--- config.mk ---
export PLATFORM = sky130hd
export DESIGN_NAME = hex_bcd_display_flat
export DESIGN_NICKNAME = d
export VERILOG_FILES = /design/src/rtl/hex_bcd_display_if.sv /design/src/rtl/hex_bcd_display.sv /design/src/flat_wrapper.sv
export SDC_FILE = /design/constraint.sdc
export NUM_CORES = 1
export LEC_CHECK = 0
export ABC_AREA = 1
export BUFFER_PORTS_ARGS = -buffer_cell sky130_fd_sc_hd__buf_2
export CAP_MARGIN = 15
export CORE_MARGIN = 2
export CORE_UTILIZATION = 50
export CTS_CLUSTER_SIZE = 24
export DETAILED_ROUTE_END_ITERATION = 16
export PLACE_DENSITY = 0.76
export SLEW_MARGIN = 20
export SYNTH_ARGS = -nofsm -noshare
export SYNTH_HDL_FRONTEND = slang
export SYNTH_SLANG_ARGS = --single-unit
--- constraint.sdc ---
create_clock -name clk -period 5.7 [get_ports clk]
set_input_delay 0.57 -clock clk [delete_from_list [all_inputs] [get_ports clk]]
set_output_delay 0.57 -clock clk [all_outputs]
set_load 0.005 [all_outputs]
--- src/rtl/hex_bcd_display_if.sv ---
// CPU write port and display outputs of the hex_bcd_display block.
// master = CPU side (drives writes), slave = the display converter.
interface hex_bcd_display_if;
  logic        wr_en;
  logic [31:0] wr_data;
  logic        busy;
  logic        ovf;
  logic [31:0] bcd;
  logic [6:0]  HEX0, HEX1, HEX2, HEX3, HEX4, HEX5, HEX6, HEX7;

  modport master (
    output wr_en, wr_data,
    input  busy, ovf, bcd, HEX0, HEX1, HEX2, HEX3, HEX4, HEX5, HEX6, HEX7
  );

  modport slave (
    input  wr_en, wr_data,
    output busy, ovf, bcd, HEX0, HEX1, HEX2, HEX3, HEX4, HEX5, HEX6, HEX7
  );
endinterface

--- src/rtl/hex_bcd_display.sv ---
// Sequential double-dabble binary-to-BCD converter driving eight active-low
// 7-segment digits, with a one-deep pending write buffer and overflow dashes.
module hex_bcd_display #(
  parameter bit LZB   = 1'b1,
  parameter int WIDTH = 32
) (
  input logic              clk,
  input logic              rst_n,
  hex_bcd_display_if.slave bus
);

  typedef enum logic [1:0] {IDLE, SHIFT, LOAD} state_e;

  localparam logic [31:0] OVF_LIMIT = 32'd100_000_000;

  state_e             state_q, state_d;
  logic [WIDTH-1:0]   bin_q, bin_d;
  logic [31:0]        acc_q, acc_d;
  logic [31:0]        bcd_q, bcd_d;
  logic [31:0]        pendData_q, pendData_d;
  logic [4:0]         cnt_q, cnt_d;
  logic               busy_q, busy_d;
  logic               ovf_q, ovf_d;
  logic               ovfNext_q, ovfNext_d;
  logic               pend_q, pend_d;
  logic [6:0]         hex_q [8];
  logic [6:0]         hex_d [8];
  logic [6:0]         hexNew [8];
  logic [31:0]        adj;
  logic [WIDTH+31:0]  shifted;
  logic               leading;

  function automatic logic [6:0] seg7(input logic [3:0] d);
    case (d)
      4'd0:    seg7 = 7'h40;
      4'd1:    seg7 = 7'h79;
      4'd2:    seg7 = 7'h24;
      4'd3:    seg7 = 7'h30;
      4'd4:    seg7 = 7'h19;
      4'd5:    seg7 = 7'h12;
      4'd6:    seg7 = 7'h02;
      4'd7:    seg7 = 7'h78;
      4'd8:    seg7 = 7'h00;
      4'd9:    seg7 = 7'h10;
      default: seg7 = 7'h7F;
    endcase
  endfunction

  // Add-3 correction on every digit, then shift {acc, bin} left; top bit drops.
  always_comb begin
    adj = acc_q;
    for (int k = 0; k < 8; k++) begin
      if (acc_q[4*k +: 4] >= 4'd5) adj[4*k +: 4] = acc_q[4*k +: 4] + 4'd3;
    end
    shifted = {adj, bin_q} << 1;
  end

  // Segment image of the finished accumulator, scanned from the top digit down.
  always_comb begin
    leading = 1'b1;
    for (int k = 7; k >= 0; k--) begin
      leading = leading && (acc_q[4*k +: 4] == 4'd0);
      if (ovfNext_q)                       hexNew[k] = 7'h3F;
      else if (LZB && leading && (k != 0)) hexNew[k] = 7'h7F;
      else                                 hexNew[k] = seg7(acc_q[4*k +: 4]);
    end
  end

  always_comb begin
    state_d    = state_q;
    bin_d      = bin_q;
    acc_d      = acc_q;
    bcd_d      = bcd_q;
    pendData_d = pendData_q;
    cnt_d      = cnt_q;
    busy_d     = busy_q;
    ovf_d      = ovf_q;
    ovfNext_d  = ovfNext_q;
    pend_d     = pend_q;
    hex_d      = hex_q;

    if (bus.wr_en && (state_q != IDLE)) begin
      pend_d     = 1'b1;
      pendData_d = bus.wr_data;
    end

    case (state_q)
      IDLE: begin
        if (bus.wr_en || pend_q) begin
          bin_d     = bus.wr_en ? bus.wr_data : pendData_q;
          ovfNext_d = bus.wr_en ? (bus.wr_data >= OVF_LIMIT) : (pendData_q >= OVF_LIMIT);
          pend_d    = bus.wr_en ? pend_q : 1'b0;
          acc_d     = '0;
          cnt_d     = '0;
          busy_d    = 1'b1;
          state_d   = SHIFT;
        end
      end
      SHIFT: begin
        {acc_d, bin_d} = shifted;
        cnt_d = cnt_q + 5'd1;
        if (cnt_q == 5'(WIDTH - 1)) state_d = LOAD;
      end
      LOAD: begin
        bcd_d = acc_q;
        ovf_d = ovfNext_q;
        hex_d = hexNew;
        // A queued value restarts immediately; a coinciding write becomes the new pending.
        if (pend_q) begin
          bin_d     = pendData_q;
          ovfNext_d = (pendData_q >= OVF_LIMIT);
          acc_d     = '0;
          cnt_d     = '0;
          if (!bus.wr_en) pend_d = 1'b0;
          state_d   = SHIFT;
        end else begin
          busy_d  = 1'b0;
          state_d = IDLE;
        end
      end
      default: state_d = IDLE;
    endcase
  end

  always_ff @(posedge clk) begin
    if (!rst_n) begin
      state_q    <= IDLE;
      bin_q      <= '0;
      acc_q      <= '0;
      bcd_q      <= '0;
      pendData_q <= '0;
      cnt_q      <= '0;
      busy_q     <= 1'b0;
      ovf_q      <= 1'b0;
      ovfNext_q  <= 1'b0;
      pend_q     <= 1'b0;
      for (int k = 0; k < 8; k++) hex_q[k] <= 7'h7F;
    end else begin
      state_q    <= state_d;
      bin_q      <= bin_d;
      acc_q      <= acc_d;
      bcd_q      <= bcd_d;
      pendData_q <= pendData_d;
      cnt_q      <= cnt_d;
      busy_q     <= busy_d;
      ovf_q      <= ovf_d;
      ovfNext_q  <= ovfNext_d;
      pend_q     <= pend_d;
      for (int k = 0; k < 8; k++) hex_q[k] <= hex_d[k];
    end
  end

  assign bus.busy = busy_q;
  assign bus.ovf  = ovf_q;
  assign bus.bcd  = bcd_q;
  assign bus.HEX0 = hex_q[0];
  assign bus.HEX1 = hex_q[1];
  assign bus.HEX2 = hex_q[2];
  assign bus.HEX3 = hex_q[3];
  assign bus.HEX4 = hex_q[4];
  assign bus.HEX5 = hex_q[5];
  assign bus.HEX6 = hex_q[6];
  assign bus.HEX7 = hex_q[7];

endmodule

--- src/flat_wrapper.sv ---
// flat-port wrapper written by rule: the top's interface ports become plain ports
module hex_bcd_display_flat 
#(
  parameter bit LZB   = 1'b1,
  parameter int WIDTH = 32
)
  (clk, rst_n, bus_wr_en, bus_wr_data, bus_busy, bus_ovf, bus_bcd, bus_HEX0, bus_HEX1, bus_HEX2, bus_HEX3, bus_HEX4, bus_HEX5, bus_HEX6, bus_HEX7);
  hex_bcd_display_if bus_i ();
  input logic clk;
  input logic rst_n;
  input wire logic [$bits(bus_i.wr_en)-1:0] bus_wr_en;
  input wire logic [$bits(bus_i.wr_data)-1:0] bus_wr_data;
  output wire logic [$bits(bus_i.busy)-1:0] bus_busy;
  output wire logic [$bits(bus_i.ovf)-1:0] bus_ovf;
  output wire logic [$bits(bus_i.bcd)-1:0] bus_bcd;
  output wire logic [$bits(bus_i.HEX0)-1:0] bus_HEX0;
  output wire logic [$bits(bus_i.HEX1)-1:0] bus_HEX1;
  output wire logic [$bits(bus_i.HEX2)-1:0] bus_HEX2;
  output wire logic [$bits(bus_i.HEX3)-1:0] bus_HEX3;
  output wire logic [$bits(bus_i.HEX4)-1:0] bus_HEX4;
  output wire logic [$bits(bus_i.HEX5)-1:0] bus_HEX5;
  output wire logic [$bits(bus_i.HEX6)-1:0] bus_HEX6;
  output wire logic [$bits(bus_i.HEX7)-1:0] bus_HEX7;
  assign bus_i.wr_en = bus_wr_en;
  assign bus_i.wr_data = bus_wr_data;
  assign bus_busy = bus_i.busy;
  assign bus_ovf = bus_i.ovf;
  assign bus_bcd = bus_i.bcd;
  assign bus_HEX0 = bus_i.HEX0;
  assign bus_HEX1 = bus_i.HEX1;
  assign bus_HEX2 = bus_i.HEX2;
  assign bus_HEX3 = bus_i.HEX3;
  assign bus_HEX4 = bus_i.HEX4;
  assign bus_HEX5 = bus_i.HEX5;
  assign bus_HEX6 = bus_i.HEX6;
  assign bus_HEX7 = bus_i.HEX7;
  hex_bcd_display #(.LZB(LZB), .WIDTH(WIDTH)) u_core (.clk(clk), .rst_n(rst_n), .bus(bus_i));
endmodule
==> impl_results.md, run 1 <==
* Status: completed
* Met2 WL at 14.12 mm
* Netlist cell types at 41
* Maximum clock path buffer count at 3
* Crit path time final at 3.209 ns
* Area growth from synthesis to layout at 13.15%
* RSZ-0062 raised after global routing: false
* Syn_nets at 1829
* WS Path Type: register to register
* Core area at 0.02446 mm2
* Clock power frac at 0.263
* Routed Antenna Nets at 0
* Sequential element share of the synthesized area at 0.4002
* Post-layout utilization of the core at 0.5807
* Final instance count without filler cells at 2145
* DRC viols at 0
* Routed vias at 11.32k
* Clock transition at path regs at 0.06 ns
* Gate power share at 0.394
* Part of the power in registers at 0.343
* Initial drt markers at 815
* Post-CTS setup buffers at 0
* Post-synth EDFFs at 0
* Leakage at 6.948 nW
* Pwr dens at 512.8 mW/mm2
* NumNets Final at 1906
* Yosys reg bits at 251
* Hold-fix buffers at CTS at 0
* Initial Utilization at 0.5132
* Highest Signal Layer: met4
* CP Max Fanout at 69
* Worst-Margin Slew at 0.8975 ns
* Setup-failing EPs final at 0
* Synthesized area at 0.01255 mm2
* # IOs at 125
* FMAX at 0.3116 GHz
* DR pass1 iterations at 5
* Cell taking the most area after synthesis: dfxtp_1
* CP top delay family: buffers and inverters
* NetSw at 2.899 mW
* Peak supply drop at 0.2952 mV
* Ys async rst share at 0
* Critical Path End Type: register
* Critical path, cell by cell: inv_1 -> ha_4 -> a21oi_4 -> nand2_4 -> inv_4 -> o21ai_1 -> nand3_1 -> inv_2 -> o21ai_2 -> nand2_1
* Slowest stage cell, crit path: inv_4
* Share of cells above drive strength 1 at 0.1422
* DR vias/cell at 5.277
* Total CTS buffers at 27
* Clock tree sinks at 251
* HP Class: input port to register
* # port buffers at 124
* Post-synth top area share at 0.4002
* Antenna diodes at 0
* Post-synth top flop: dfxtp_1
* Setup TNS at 0 ns
* Detailed Route WL at 30.38 mm
* Clock Tree Root: clkbuf_16
* RD Place Congestion at 0.8686
* Die height at 162.5 um
* H-tree lvl count at 1
* Final hold vios at 0
* Synth warnings at 0
* Gr usage total at 0.2291
* Arr. time, crit path at 3.64 ns
* Post-synthesis average cell area at 7.282 um2
* Insertion delay to the later sink of the worst-skew pair at 0.54 ns
* Sw frac at 0.3980
* Gate Count Post-Synth at 1724
* Die W at 162.5 um
* Routed len/inst at 14.16 um
* Relative slew margins at 0.4008
* Internal at 4.386 mW
* Grt total ovfl at 0
* Most frequent cells in the layout: nand2_1, dfxtp_1, inv_1
* Vias in the first global route at 10.64k
* Commonest non-fill, non-tap cell in the layout: nand2_1
* WL met3 at 1.666 mm
* CTS tree: built
* Synth area leaders: dfxtp_1, nand2_1, ha_1, o21ai_0, inv_1
* Post-cts resize count at 0
* Die ar. at 0.02639 mm2
* Worst path bufs/invs at 3
* MaxCap Viol Count at 0
* Number of instances in the placed design at 2096
* Initial antenna violation count at 0
* Pin count of the biggest net entering global routing at 90
* M1 wire length at 13.74 mm
* Max Clock Skew at 0.01587 ns
* CP peak stage delay at 0.67 ns
* Crit share post-route at 0.5630
* Hpwl dp at 20.53 mm
* Slew Viols, Final at 0
* Power Total at 7.285 mW
* Cell row count at 57
* Startpoint Class: register
* WP data required at 6.13 ns
* First-pass GRT wire length at 50.60 mm
final timing paths:
path	to	slack, ns	from	cells past startpoint
hold reg to reg	u_core.bus.HEX7[6]	0.44	register	2
hold / removal	u_core.bus.HEX5[4]	0.33	rst_n	2
setup / recovery	register	2.49	u_core.state_q[0]	10
setup reg to reg	register	2.49	u_core.state_q[0]	10
cells in the mapped netlist (all sizes together), types with 15 or more instances:
cell,n
clkbuf,49
inv,170
buf,35
a22oi,15
a21oi,108
dfxtp,251
nand2,527
nand3,92
nand4,27
o22ai,37
ha,70
nand3b,22
a211oi,22
o21ai,154
nor2,113
cell type report:
class	instances	area, um2
inverters	173	659.4
repair buffers	132	686.9
clock inverters	10	203.9
well taps	324	405.4
multi-input cells	1216	6454
fillers	2187	10260
flip-flops and latches	251	5025
clock buffers	39	770.7
layer usage:
layer,GRT usage,vias up
met3,0.03056,68
met2,0.3950,283
li1,-,5785
met1,0.2977,5184
met4,0.07361,0
met5,0,-
metrics by stage:
step           area, um2  hold slack [ns]  setup WS, ns
3_3_place_gp       13230           0.4278         2.329
4_1_cts            14200           0.3227         2.485
3_5_place_dp       13230           0.4281         2.264
2_1_floorplan      12550           0.4218         3.379
5_1_grt            14200           0.3546         2.167
6_report           14200           0.3346         2.491
cell families (layout without fill, tap and decap cells):
family	after synthesis	after routing	synth area share
AOI/OAI and AO/OA	353	353	0.1655
xor gates and xnor gates	1	1	0.0006978
buffers and inverters	257	354	0.08690
adders and majority gates	70	70	0.06976
and+or+nand+nor	792	792	0.2769
DFF	251	251	0.4002
worst register-to-register path: stages (launching register included):
cell and delay, ns:
dfxtp_1 0.41, inv_1 0.13, ha_4 0.37, a21oi_4 0.32, nand2_4 0.46, inv_4 0.69, o21ai_1 0.16, nand3_1 0.25
inv_2 0.09, o21ai_2 0.12, nand2_1 0.09
power groups by stage:
stage | Sequential, mW | Clock (mW) | Combinational (mW)
2_1_floorplan | 2.48 | 0 | 2.17
3_3_place_gp | 2.52 | 0 | 2.79
3_5_place_dp | 2.53 | 0 | 2.85
4_1_cts | 2.50 | 1.94 | 2.87
5_1_grt | 2.55 | 2.01 | 3.23
6_report | 2.50 | 1.91 | 2.87
Note: power is estimated with default switching activity, not from simulation.
==> run 2: changes to the inputs <==
--- a/config.mk
+++ b/config.mk
@@ -12,7 +12,7 @@
 export CORE_UTILIZATION = 50
 export CTS_CLUSTER_SIZE = 24
 export DETAILED_ROUTE_END_ITERATION = 16
-export PLACE_DENSITY = 0.76
+export PLACE_DENSITY = 0.79
 export SLEW_MARGIN = 20
 export SYNTH_ARGS = -nofsm -noshare
 export SYNTH_HDL_FRONTEND = slang
==> constraint.sdc (replaced) <==
create_clock -name clk -period 2.7 [get_ports clk]
set_input_delay 0.27 -clock clk [delete_from_list [all_inputs] [get_ports clk]]
set_output_delay 0.27 -clock clk [all_outputs]
set_load 0.005 [all_outputs]
==> impl_results.md, run 2 (synthesized netlist as in run 1, its figures left out) <==
* Status: completed
* CP Max Fanout at 26 (-62%)
* Part of the power in registers at 0.351 (+0.008)
* NetSw at 6.198 mW (+110%)
* RD Place Congestion at 0.8838 (+1.7%)
* Slew Viols, Final at 0 (unchanged)
* Cell row count at 57 (unchanged)
* Clock power frac at 0.235 (-0.028)
* Clock Tree Root: clkbuf_16
* # IOs at 125 (unchanged)
* Commonest non-fill, non-tap cell in the layout: nand2_1
* MaxCap Viol Count at 0 (unchanged)
* Post-layout utilization of the core at 0.5819 (+0.001177)
* Detailed Route WL at 31.28 mm (+3.0%)
* Relative slew margins at 0.3867 (-0.01409)
* Startpoint Class: register
* Leakage at 6.973 nW (+0.35%)
* Grt total ovfl at 0 (unchanged)
* First-pass GRT wire length at 51.54 mm (+1.9%)
* Initial drt markers at 1049 (+29%)
* Total CTS buffers at 27 (unchanged)
* Routed vias at 11.64k (+2.8%)
* DRC viols at 0 (unchanged)
* Setup-failing EPs final at 0 (unchanged)
* CP peak stage delay at 0.43 ns (-0.24 ns)
* Vias in the first global route at 10.85k (+2.0%)
* Critical path, cell by cell: inv_1 -> ha_1 -> nand3_4 -> nand3_4 -> inv_8 -> nand2_1 -> nand2_1 -> nand2_1 -> inv_1 -> ha_1 -> nand3_1 -> nand2_1 -> nand2_1 -> nand2_1
* Routed Antenna Nets at 0 (unchanged)
* Clock transition at path regs at 0.06 ns (about the same)
* DR vias/cell at 5.393 (+2.2%)
* Share of cells above drive strength 1 at 0.1494 (+0.007171)
* Die height at 162.5 um (unchanged)
* H-tree lvl count at 1 (unchanged)
* Area growth from synthesis to layout at 13.37%
* Initial antenna violation count at 0 (unchanged)
* Insertion delay to the later sink of the worst-skew pair at 0.53 ns (about the same)
* WP data required at 3.11 ns (-3.02 ns)
* Clock tree sinks at 251 (unchanged)
* Die W at 162.5 um (unchanged)
* # port buffers at 124 (unchanged)
* Gate power share at 0.414 (+0.020)
* CP dominant cell by count: nand2_1
* Power Total at 15.15 mW (+110%)
* Critical Path End Type: register
* Post-CTS setup buffers at 0 (unchanged)
* DR pass1 iterations at 5 (unchanged)
* FMAX at 0.3946 GHz (+27%)
* Gr usage total at 0.2334 (+0.004275)
* Slowest stage cell, crit path: dfxtp_1
* Most frequent cells in the layout: nand2_1, dfxtp_1, inv_1
* Core area at 0.02446 mm2 (unchanged)
* Pwr dens at 1064 mW/mm2 (+110%)
* Hpwl dp at 21.11 mm (+2.8%)
* Peak supply drop at 0.5773 mV (+96%)
* Final hold vios at 0 (unchanged)
* NumNets Final at 1921 (+0.79%)
* Maximum clock path buffer count at 3 (unchanged)
* Pin count of the biggest net entering global routing at 90 (unchanged)
* Hold WS at 0.03868 ns (-0.2959 ns)
* CTS tree: built
* Antenna diodes at 0 (unchanged)
* Crit share post-route at 0.9387 (+0.3757)
* Initial Utilization at 0.5132 (unchanged)
* Worst-Margin Slew at 0.9199 ns (+0.02244 ns)
* CP top delay family: simple AND/OR/NAND/NOR gates
* RSZ-0062 raised after global routing: true
* Internal at 8.947 mW (+100%)
* Placed Area at 0.01337 mm2 (+1.0%)
* Worst path bufs/invs at 3 (unchanged)
* Setup TNS at 0 ns (unchanged)
* WS Path Type: register to register
* Die ar. at 0.02639 mm2 (unchanged)
* Crit path time final at 2.534 ns (-0.6746 ns)
* Final Instance Area at 0.01423 mm2 (+0.20%)
* Sw frac at 0.4093 (+0.01128)
* HP Class: input port to register
* Max Clock Skew at 0.01295 ns (-0.002917 ns)
* Routed len/inst at 14.50 um (+2.4%)
* Arr. time, crit path at 2.94 ns (-0.70 ns)
## run 2: changes by cell type in the layout (fill, tap and decap cells not counted), moves of 2 or more
cell	before	now
bufinv_16	6	1
buf_4	8	21
clkinvlp_4	0	2
clkinv_2	3	6
buf_12	0	2
clkbuf_1	7	5
## run 2: cell type report
| type | count | area [um2] |
|---|---|---|
| clock buffers | 38 | 777.0 |
| clock inverters | 9 | 75.07 |
| multi-input cells | 1216 | 6462 |
| well taps | 324 | 405.4 |
| flip-flops and latches | 251 | 5025 |
| inverters | 173 | 664.4 |
| repair buffers | 147 | 824.5 |
| fillers | 2197 | 10230 |
## run 2: repair_timing
action,4_1_cts,5_1_grt
setup endpoints to repair,0,20
gates resized for setup,0,3
hold buffers,0,0
## run 2: metrics by stage
| stage | instances | worst slack (ns) |
|---|---|---|
| 6_report | 2158 | 0.1656 |
| 5_1_grt | 2158 | 0.0002174 |
| 4_1_cts | 2158 | 0.1135 |
| 3_5_place_dp | 2111 | 0.1226 |
| 3_3_place_gp | 2111 | 0.3090 |
| 2_1_floorplan | 1724 | 0.3785 |
## run 2: worst min-delay path, stage by stage
cell and delay (ns):
buf_2 0.07, inv_1 0.05, a21oi_1 0.13
## run 2: final timing paths
check                          endpoint         startpoint  slack [ns]  cells after the start
setup / recovery               register  u_core.state_q[0]        0.17                     14
hold reg to reg      u_core.bus.HEX7[4]           register        0.44                      2
setup reg to reg               register  u_core.state_q[0]        0.17                     14
hold / removal    u_core.pendData_q[27]    bus_wr_data[27]        0.04                      3
## run 2: power by group through the flow
stage,registers [mW],logic (mW),clock network (mW)
global route,5.41,7.05,3.75
floorplan,5.24,4.58,0
global placement,5.35,6.02,0
finish,5.32,6.28,3.55
detailed placement,5.37,6.17,0
CTS,5.30,6.23,3.59
## run 2: routing by layer
metal | wire length [um] | share of wire | track usage
met1 | 13510 | 0.43 | 0.2994
met5 | 0 | 0 | 0
met3 | 1828 | 0.058 | 0.02750
met4 | 898 | 0.029 | 0.07965
met2 | 15050 | 0.48 | 0.4075
